[config.mk]
export PLATFORM = sky130hd
export DESIGN_NAME = sar_adc_ctrl
export DESIGN_NICKNAME = d
export VERILOG_FILES = /design/src/rtl/sar_pkg.sv /design/src/rtl/sar_timer.sv /design/src/rtl/sar_adc_ctrl.sv
export SDC_FILE = /design/constraint.sdc
export NUM_CORES = 1
export LEC_CHECK = 0
export ABC_AREA = 0
export BUFFER_PORTS_ARGS = -buffer_cell sky130_fd_sc_hd__clkbuf_2
export CAP_MARGIN = 20
export CELL_PAD_IN_SITES_DETAIL_PLACEMENT = 1
export CELL_PAD_IN_SITES_GLOBAL_PLACEMENT = 2
export CORE_ASPECT_RATIO = 0.75
export CORE_MARGIN = 5
export CORE_UTILIZATION = 34
export CTS_BUF_LIST = sky130_fd_sc_hd__clkbuf_8
export CTS_CLUSTER_DIAMETER = 40
export DETAILED_ROUTE_END_ITERATION = 8
export PLACE_DENSITY_LB_ADDON = 0.08
export SLEW_MARGIN = 25
export SYNTH_ARGS = -nofsm -noshare
export SYNTH_HDL_FRONTEND = slang
export SYNTH_SLANG_ARGS = --single-unit
[constraint.sdc]
create_clock -name clk -period 2.6 [get_ports clk]
set_clock_uncertainty 0.1 [all_clocks]
set_input_delay 0.26 -clock clk [delete_from_list [all_inputs] [get_ports clk]]
set_output_delay 0.26 -clock clk [all_outputs]
set_load 0.02 [all_outputs]
[src/rtl/sar_pkg.sv]
// Shared definitions for the successive-approximation ADC controller:
// state encoding, parameter limits and a counter-width helper.
package sar_pkg;

    localparam int WIDTH_MIN = 2;
    localparam int WIDTH_MAX = 16;

    typedef logic [1:0] sar_state_t;

    localparam sar_state_t ST_IDLE   = 2'd0;
    localparam sar_state_t ST_SAMPLE = 2'd1;
    localparam sar_state_t ST_CONV   = 2'd2;
    localparam sar_state_t ST_DONE   = 2'd3;

    // Bits needed to hold the values 0..n inclusive.
    function automatic int cnt_width(input int n);
        int w;
        w = $clog2(n + 1);
        return (w < 1) ? 1 : w;
    endfunction

    function automatic int max_int(input int a, input int b);
        return (a > b) ? a : b;
    endfunction

endpackage

[src/rtl/sar_timer.sv]
// Loadable down-counter; expire is high during the last cycle of a loaded interval.
module sar_timer
    import sar_pkg::*;
#(
    parameter int CW = 2
) (
    input  logic          clk,
    input  logic          rst,
    input  logic          load,
    input  logic [CW-1:0] load_val,
    output logic          expire
);

    logic [CW-1:0] count;

    // A load on the expiring cycle wins, so back-to-back intervals have no gap.
    always_ff @(posedge clk) begin
        if (rst) begin
            count <= '0;
        end else if (load) begin
            count <= load_val;
        end else if (count != '0) begin
            count <= count - 1'b1;
        end
    end

    assign expire = (count == CW'(1));

endmodule

[src/rtl/sar_adc_ctrl.sv]
// Successive-approximation controller: tracks the input, then decides one code
// bit per SETTLE cycles, MSB first, from the comparator.
module sar_adc_ctrl
    import sar_pkg::*;
#(
    parameter int WIDTH      = 8,
    parameter int SAMPLE_CYC = 2,
    parameter int SETTLE     = 2
) (
    input  logic             clk,
    input  logic             rst,
    input  logic             start,
    input  logic             cmp,
    output logic             sample,
    output logic [WIDTH-1:0] dac_code,
    output logic             busy,
    output logic             valid,
    output logic [WIDTH-1:0] result
);

    localparam int SCW = cnt_width(SETTLE);
    localparam int PCW = cnt_width(SAMPLE_CYC);
    localparam int TCW = max_int(SCW, PCW);
    localparam int IW  = $clog2(WIDTH);

    generate
        if (WIDTH < WIDTH_MIN || WIDTH > WIDTH_MAX) begin : g_bad_width
            $error("sar_adc_ctrl: WIDTH out of range");
        end
        if (SAMPLE_CYC < 1) begin : g_bad_sample
            $error("sar_adc_ctrl: SAMPLE_CYC must be >= 1");
        end
        if (SETTLE < 1) begin : g_bad_settle
            $error("sar_adc_ctrl: SETTLE must be >= 1");
        end
    endgenerate

    sar_state_t       state;
    logic [IW-1:0]    bit_idx;
    logic [WIDTH-1:0] decided;
    logic             timer_load;
    logic [TCW-1:0]   timer_val;
    logic             timer_expire;

    sar_timer #(
        .CW(TCW)
    ) u_timer (
        .clk     (clk),
        .rst     (rst),
        .load    (timer_load),
        .load_val(timer_val),
        .expire  (timer_expire)
    );

    // Trial code with the current bit kept or cleared by the comparator.
    always_comb begin
        decided = dac_code;
        if (!cmp) begin
            decided[bit_idx] = 1'b0;
        end
    end

    always_comb begin
        timer_load = 1'b0;
        timer_val  = TCW'(SAMPLE_CYC);
        case (state)
            ST_IDLE: begin
                if (start) begin
                    timer_load = 1'b1;
                    timer_val  = TCW'(SAMPLE_CYC);
                end
            end
            ST_SAMPLE: begin
                if (timer_expire) begin
                    timer_load = 1'b1;
                    timer_val  = TCW'(SETTLE);
                end
            end
            ST_CONV: begin
                if (timer_expire && bit_idx != '0) begin
                    timer_load = 1'b1;
                    timer_val  = TCW'(SETTLE);
                end
            end
            default: begin
                timer_load = 1'b0;
            end
        endcase
    end

    always_ff @(posedge clk) begin
        if (rst) begin
            state    <= ST_IDLE;
            bit_idx  <= '0;
            dac_code <= '0;
            result   <= '0;
        end else begin
            case (state)
                ST_IDLE: begin
                    if (start) begin
                        state <= ST_SAMPLE;
                    end
                end
                ST_SAMPLE: begin
                    if (timer_expire) begin
                        state    <= ST_CONV;
                        bit_idx  <= IW'(WIDTH - 1);
                        dac_code <= {1'b1, {(WIDTH-1){1'b0}}};
                    end
                end
                ST_CONV: begin
                    // The comparator only matters on the final settle cycle of each bit.
                    if (timer_expire) begin
                        if (bit_idx == '0) begin
                            state    <= ST_DONE;
                            dac_code <= decided;
                            result   <= decided;
                        end else begin
                            dac_code <= decided | (WIDTH'(1) << (bit_idx - 1'b1));
                            bit_idx  <= bit_idx - 1'b1;
                        end
                    end
                end
                default: begin
                    state <= ST_IDLE;
                end
            endcase
        end
    end

    assign sample = (state == ST_SAMPLE);
    assign busy   = (state != ST_IDLE);
    assign valid  = (state == ST_DONE);

endmodule
# [After elaboration in Yosys (flattened, before gate mapping)]
# Cells that the tools add are included.
[word_totals] register_bits=23 latchBits=0 ram_bits=0 rom_bits=0 input_bits=4 output_inout_bits=19 wordCells=59 mem_count=0
[op_classes] add_sub_neg=2 multipliers=0 div=0 n_lt_le_gt_ge=2 n_eq_ne=9 n_shift=1 n_mux=22 bitwise=3 n_reduce_logical=14
[op_table] operator="$mux 8" n=4
[op_table] operator="$pmux 8 s2" n=1
[op_table] operator="$mux 2" n=6
[op_table] operator="$mux 3" n=3
[op_table] operator="$and 8x8->8" n=1
[op_table] operator="$ne 2x2->1 const B" n=4
[op_table] operator="$not 8->8" n=1
[op_table] operator="$or 8x8->8" n=1
[op_table] operator="$reduce_and 4->1" n=2
[op_table] operator="$reduce_bool 2->1" n=4
[op_table] operator="$shl 1x3->8 const A" n=1
[op_table] operator="$pmux 2 s3" n=1
[op_table] operator="$pmux 3 s2" n=1
[op_table] operator="$reduce_and 3->1" n=2
[op_table] operator="$eq 2x1->1 const B" n=2
[op_table] operator="$eq 2x2->1 const B" n=2
[op_table] operator="$lt 3x4->1 const B" n=1
[op_table] operator="$mux 1" n=4
[op_table] operator="$demux 1 s3" n=1
[op_table] operator="$ge 3x1->1 const B" n=1
[op_table] operator="$logic_not 3->1" n=1
[op_table] operator="$pmux 1 s3" n=1
[op_table] operator="$reduce_bool 3->1" n=1
[op_table] operator="$sub 3x1->3 const B" n=1
[op_table] operator="5 further kinds" n=6

# [Longest topological paths before layout]
[depth] depth_word=11 mapped_depth=7 mapped_depth_nobuf=6

# [Cells and area by module]
# Synthesis repeated with hierarchy kept, for this count alone.
[unflattened] cells_unflattened=156 hier_area_um2=1335.0
[by_module_without_submodules] mod="sar_adc_ctrl" n_inst=1 cells_per_inst=142 area_each_um2=1203.7 seq_area_each_um2=420.4
[by_module_without_submodules] mod="sar_timer" n_inst=1 cells_per_inst=14 area_each_um2=131.4 seq_area_each_um2=40.0

# [Worst setup path after synthesis]
# OpenSTA, ideal clock, no wires.
[synth_path] path_type="register to register" startpoint="reg state[1]" endpoint="reg state[1]" setup_ns=0.128 arrival_ns=1.629 required_time_ns=2.372 slack_ns=0.744 stages_incl_launch_ff=7 path_buffers=0 synth_period_minus_slack_ns=1.856 cell_sequence="dfxtp_1 > inv_1 > ha_1 > or2_1 > a222oi_1 > mux2i_1 > nor2_1"
[synth_via] elab_chain_len=3 word_cells_on_any_way=9 cone_classes="eq/ne: 6; mux: 1; reduce/logical: 2"
[synth_rtl] item="start, declared" line="sar_adc_ctrl.sv:38" source="sar_state_t state;"
[synth_rtl] item="start signal, assigned" line="sar_adc_ctrl.sv:93" source="state <= ST_IDLE;"
[synth_rtl] item="start signal, assigned" line="sar_adc_ctrl.sv:101" source="state <= ST_SAMPLE;"
[synth_rtl] item="start signal, assigned" line="sar_adc_ctrl.sv:106" source="state <= ST_CONV;"
[synth_rtl] item="$eq 2x1->1 (*)"
[synth_rtl] item="via sample" line="sar_adc_ctrl.sv:14" source="output logic sample,"
[synth_rtl] item="$ne 2x1->1 (no line)"
[synth_rtl] item="$reduce_and 4->1 (no line)"
# The timed path passes the listed nets; every way through them passes the cells marked *.
# A chain may end at the register's enable or synchronous reset.

# [Final worst setup path]
[layout_path] startpoint="reg state[0]" endpoint="reg state[1]"
[layout_via] elab_chain_len=3 word_cells_on_any_way=9 cone_classes="eq/ne: 6; mux: 1; reduce/logical: 2"
[layout_rtl] item="$eq 2x2->1, or another cell as far along" line="sar_adc_ctrl.sv:98" source="case (state)"
[layout_rtl] item="$ne 2x2->1 (no line) / $ne 2x1->1 (equally long branches)"
[layout_rtl] item="$reduce_and 4->1 (no line)"
# Parallel ways exist; a longest one is shown, timed or not.

==> impl_metrics.env <==
export IMPL_ir_drop_mv=0.439
export IMPL_core_area_um2=3330
export IMPL_synth_yosys_warnings=0
export IMPL_num_rows=18
export IMPL_ys_flop_type="sky130_fd_sc_hd__dfxtp_1"
export IMPL_fin_setup_tns_ns=0
export IMPL_routed_via_density=5.13
export IMPL_gr_usage_met2_pct=21.5
export IMPL_worst_slew_margin_rel_pct=66.3
export IMPL_starting_utilization_of_the_core_area_pct=35.8
export IMPL_postCtsHoldBufs=0
export IMPL_die_h_um=61.3
export IMPL_synth_top_cells_by_count="23 x sky130_fd_sc_hd__dfxtp_1, 13 x sky130_fd_sc_hd__a21oi_1, 13 x sky130_fd_sc_hd__nor2_1"
export IMPL_initial_antenna_violation_count=0
export IMPL_report_final_slew_viol_count=0
export IMPL_grt_overflow=0
export IMPL_required_ns=2.65
export IMPL_path_max_fanout=7
export IMPL_grt_util_all_layers_pct=14.4
export IMPL_timing_hold_worst_class="in2reg"
export IMPL_max_slew_worst_pin_slew_ns=0.504
export IMPL_hold_path_endpoint="u_timer.count[1]"
export IMPL_post_synth_cell_area_avg_um2=9.24
export IMPL_regToRegSetupSlack_ns=0.56
export IMPL_cellLeakagePower_nw=0.565
export IMPL_rsz_0062_raised_after_global_routing="no"
export IMPL_drive_above_1_share_pct=20.5
export IMPL_postRouteAntennaNets=0
export IMPL_async_flop_share_pct=0
export IMPL_postSynthRegisterBits=23
export IMPL_timing_hold_ws_ns=0.307
export IMPL_gr_usage_met1_pct=20.7
export IMPL_dpl_worst_slack_ns=0.567
export IMPL_die_area_um2=4800
export IMPL_final_seq_area_um2=460
export IMPL_timing_final_hold_violations=0
export IMPL_area_delta_synth_final_pct=16.3
export IMPL_clkSlewWorstSetupHoldPaths_ns=0.09
export IMPL_cts_bufs_inserted=3
export IMPL_drt_drc_violations_left=0
export IMPL_h_tree_depth=1
export IMPL_synthesis_area_um2=1190
export IMPL_port_buffer_count=22
export IMPL_powerDensity_nw_per_um2=867
export IMPL_cts_post_setup_buffers_inserted=0
export IMPL_vias=980
export IMPL_fillerInstances=409
export IMPL_hold_path_startpoint="start"
export IMPL_cts_path_max_buffers=2
export IMPL_post_cts_resized=0
export IMPL_end_of_the_worst_register_to_register_path="state[1]"
export IMPL_synth_edf_count=0
export IMPL_tritoncts="yes"
export IMPL_route_final_wire_length_um=3060
export IMPL_num_antenna_cells=0
export IMPL_yosys_cell_types_count=30
export IMPL_part_of_the_cycle_the_worst_path_needs_pct=78.5
export IMPL_worst_skew_pair_late_latency_ns=0.27
export IMPL_status="completed"
export IMPL_max_freq_mhz=490
export IMPL_floorplan_io_pins=23
export IMPL_drt_pass1_iter_count=4
export IMPL_grt_use_met3_pct=3.65
export IMPL_setup_ws_ns=0.558
export IMPL_grt_first_pass_wirelength_um=5190
export IMPL_syn_num_nets=143
export IMPL_cap_violations=0
export IMPL_yosysTopAreaCell="sky130_fd_sc_hd__dfxtp_1"
export IMPL_worst_r2r_startpoint="state[0]"
export IMPL_finalCriticalPeriod_ns=2.04
export IMPL_worst_setup_path_type="reg2reg"
export IMPL_cp_data_arrival_time_ns=2.09
export IMPL_die_w_um=78.4
export IMPL_drt_wirelength_per_cell_um=16.0
export IMPL_grt_pass1_vias=1032
export IMPL_timing_critical_path_to_type="flop"
export IMPL_yosysSeqAreaShare_pct=38.6
export IMPL_hold_depth=5
export IMPL_drt_iter0_markers=50
export IMPL_nNetsFinal=166
export IMPL_synthMostInstantiatedCell="sky130_fd_sc_hd__dfxtp_1"
export IMPL_timing_critical_path_from="state[0]"
export IMPL_cts_sinks=23
export IMPL_grt_max_degree=19
export IMPL_busiest_metal_layer_after_global_routing="met2"
export IMPL_syn_instance_count=129
export IMPL_dpl_hpwl_um=2400
export IMPL_yosys_top_cells_area="sky130_fd_sc_hd__dfxtp_1 39%, sky130_fd_sc_hd__ha_1 10%, sky130_fd_sc_hd__mux2i_1 8.4%"
export IMPL_cts_root_buffer_cell="sky130_fd_sc_hd__clkbuf_8"
export IMPL_netlist_area_leader_share_pct=38.6
export IMPL_timing_final_setup_violations=0
export IMPL_multi_input_comb_area_um2=687
export IMPL_worst_r2r_path_depth=6
export IMPL_finalWeightedCongestion=0.780
export IMPL_critPathLaunchType="flop"
worst max-delay path, stage by stage (launching register included):
cell	delay (ns)
sky130_fd_sc_hd__dfxtp_1	0.41
sky130_fd_sc_hd__inv_1	0.08
sky130_fd_sc_hd__ha_1	0.28
sky130_fd_sc_hd__or2_1	0.29
sky130_fd_sc_hd__a222oi_1	0.47
sky130_fd_sc_hd__mux2i_1	0.24
sky130_fd_sc_hd__nor2_1	0.05
worst max-delay path by stage:
| stage | end | slack, ns | cells after the start |
|---|---|---|---|
| floorplan | state[1] | 0.74 | 6 |
| global placement | state[1] | 0.65 | 6 |
| detailed placement | state[1] | 0.57 | 6 |
| CTS | state[1] | 0.55 | 6 |
| global route | state[1] | 0.41 | 6 |
| finish | state[1] | 0.56 | 6 |
area by class of cell:
class | count | share of cell area, %
Multi-Input combinational cell | 94 | 49.5
Sequential cell | 23 | 33.2
Timing Repair Buffer | 22 | 7.94
Tap cell | 40 | 3.61
Clock buffer | 3 | 2.98
Inverter | 8 | 2.17
Clock inverter | 1 | 0.542
report_power, final:
part / total [W] / leakage [nW] / internal, W / switching, W
sequential: 0.000456 / 0.187 / 0.000392 / 0.0000641
clock: 0.000232 / 0.0217 / 0.000109 / 0.000123
combinational: 0.000514 / 0.357 / 0.000198 / 0.000315
flip-flops by register name, summed over array words and instances, names as in the netlist:
signal and flops:
bit_idx 3, dac_code 8, result 8, state 2, u_timer.count 2
cells in the final DEF (no fill, tap or decap), drive strengths merged:
cell type and instances:
a21o 3, inv 8, a222oi 1, or2 2, nand3b 1, a21oi 13
dfxtp 23, nor4b 1, a21boi 5, o2bb2ai 6, clkbuf 25, nand2b 4
a311oi 1, clkinvlp 1, o21a 1, nand4b 1, mux2i 10, nor3 4
nand2 3, ha 10, a211oi 3, nor2b 4, nor2 14, o31a 2
a21bo 1, or3b 1, o21ai 2, a31oi 1
through the flow:
step / instance area (µm²) / total power, W / instances / utilization, %
4_1_cts: 1390 / 0.00121 / 191 / 41.6
5_1_grt: 1390 / 0.00130 / 191 / 41.6
3_5_place_dp: 1340 / 0.000976 / 187 / 40.1
6_report: 1390 / 0.00120 / 191 / 41.6
2_1_floorplan: 1190 / 0.000833 / 129 / -
3_3_place_gp: 1340 / 0.000963 / 187 / 40.1
routing by layer:
layer	wire, µm	vias to the layer above	part of all wire [%]
met3	117	4	3.8
met5	0	-	0
met2	1250	18	41
li1	-	499	-
met1	1660	459	54
met4	31	0	1.0
cell families (layout without fill, tap and decap cells):
logic type | Yosys count | in the layout | share of synthesized area, %
AO/OA/AOI/OAI | 39 | 39 | 23.0
adder cells (fa/ha/maj) | 10 | 10 | 10.5
buffers and inverters | 12 | 34 | 3.78
flip-flops | 23 | 23 | 38.6
multiplexers | 10 | 10 | 8.39
AND/OR/NAND/NOR | 35 | 35 | 15.7
No activity file was read; power rests on OpenSTA's default activity.
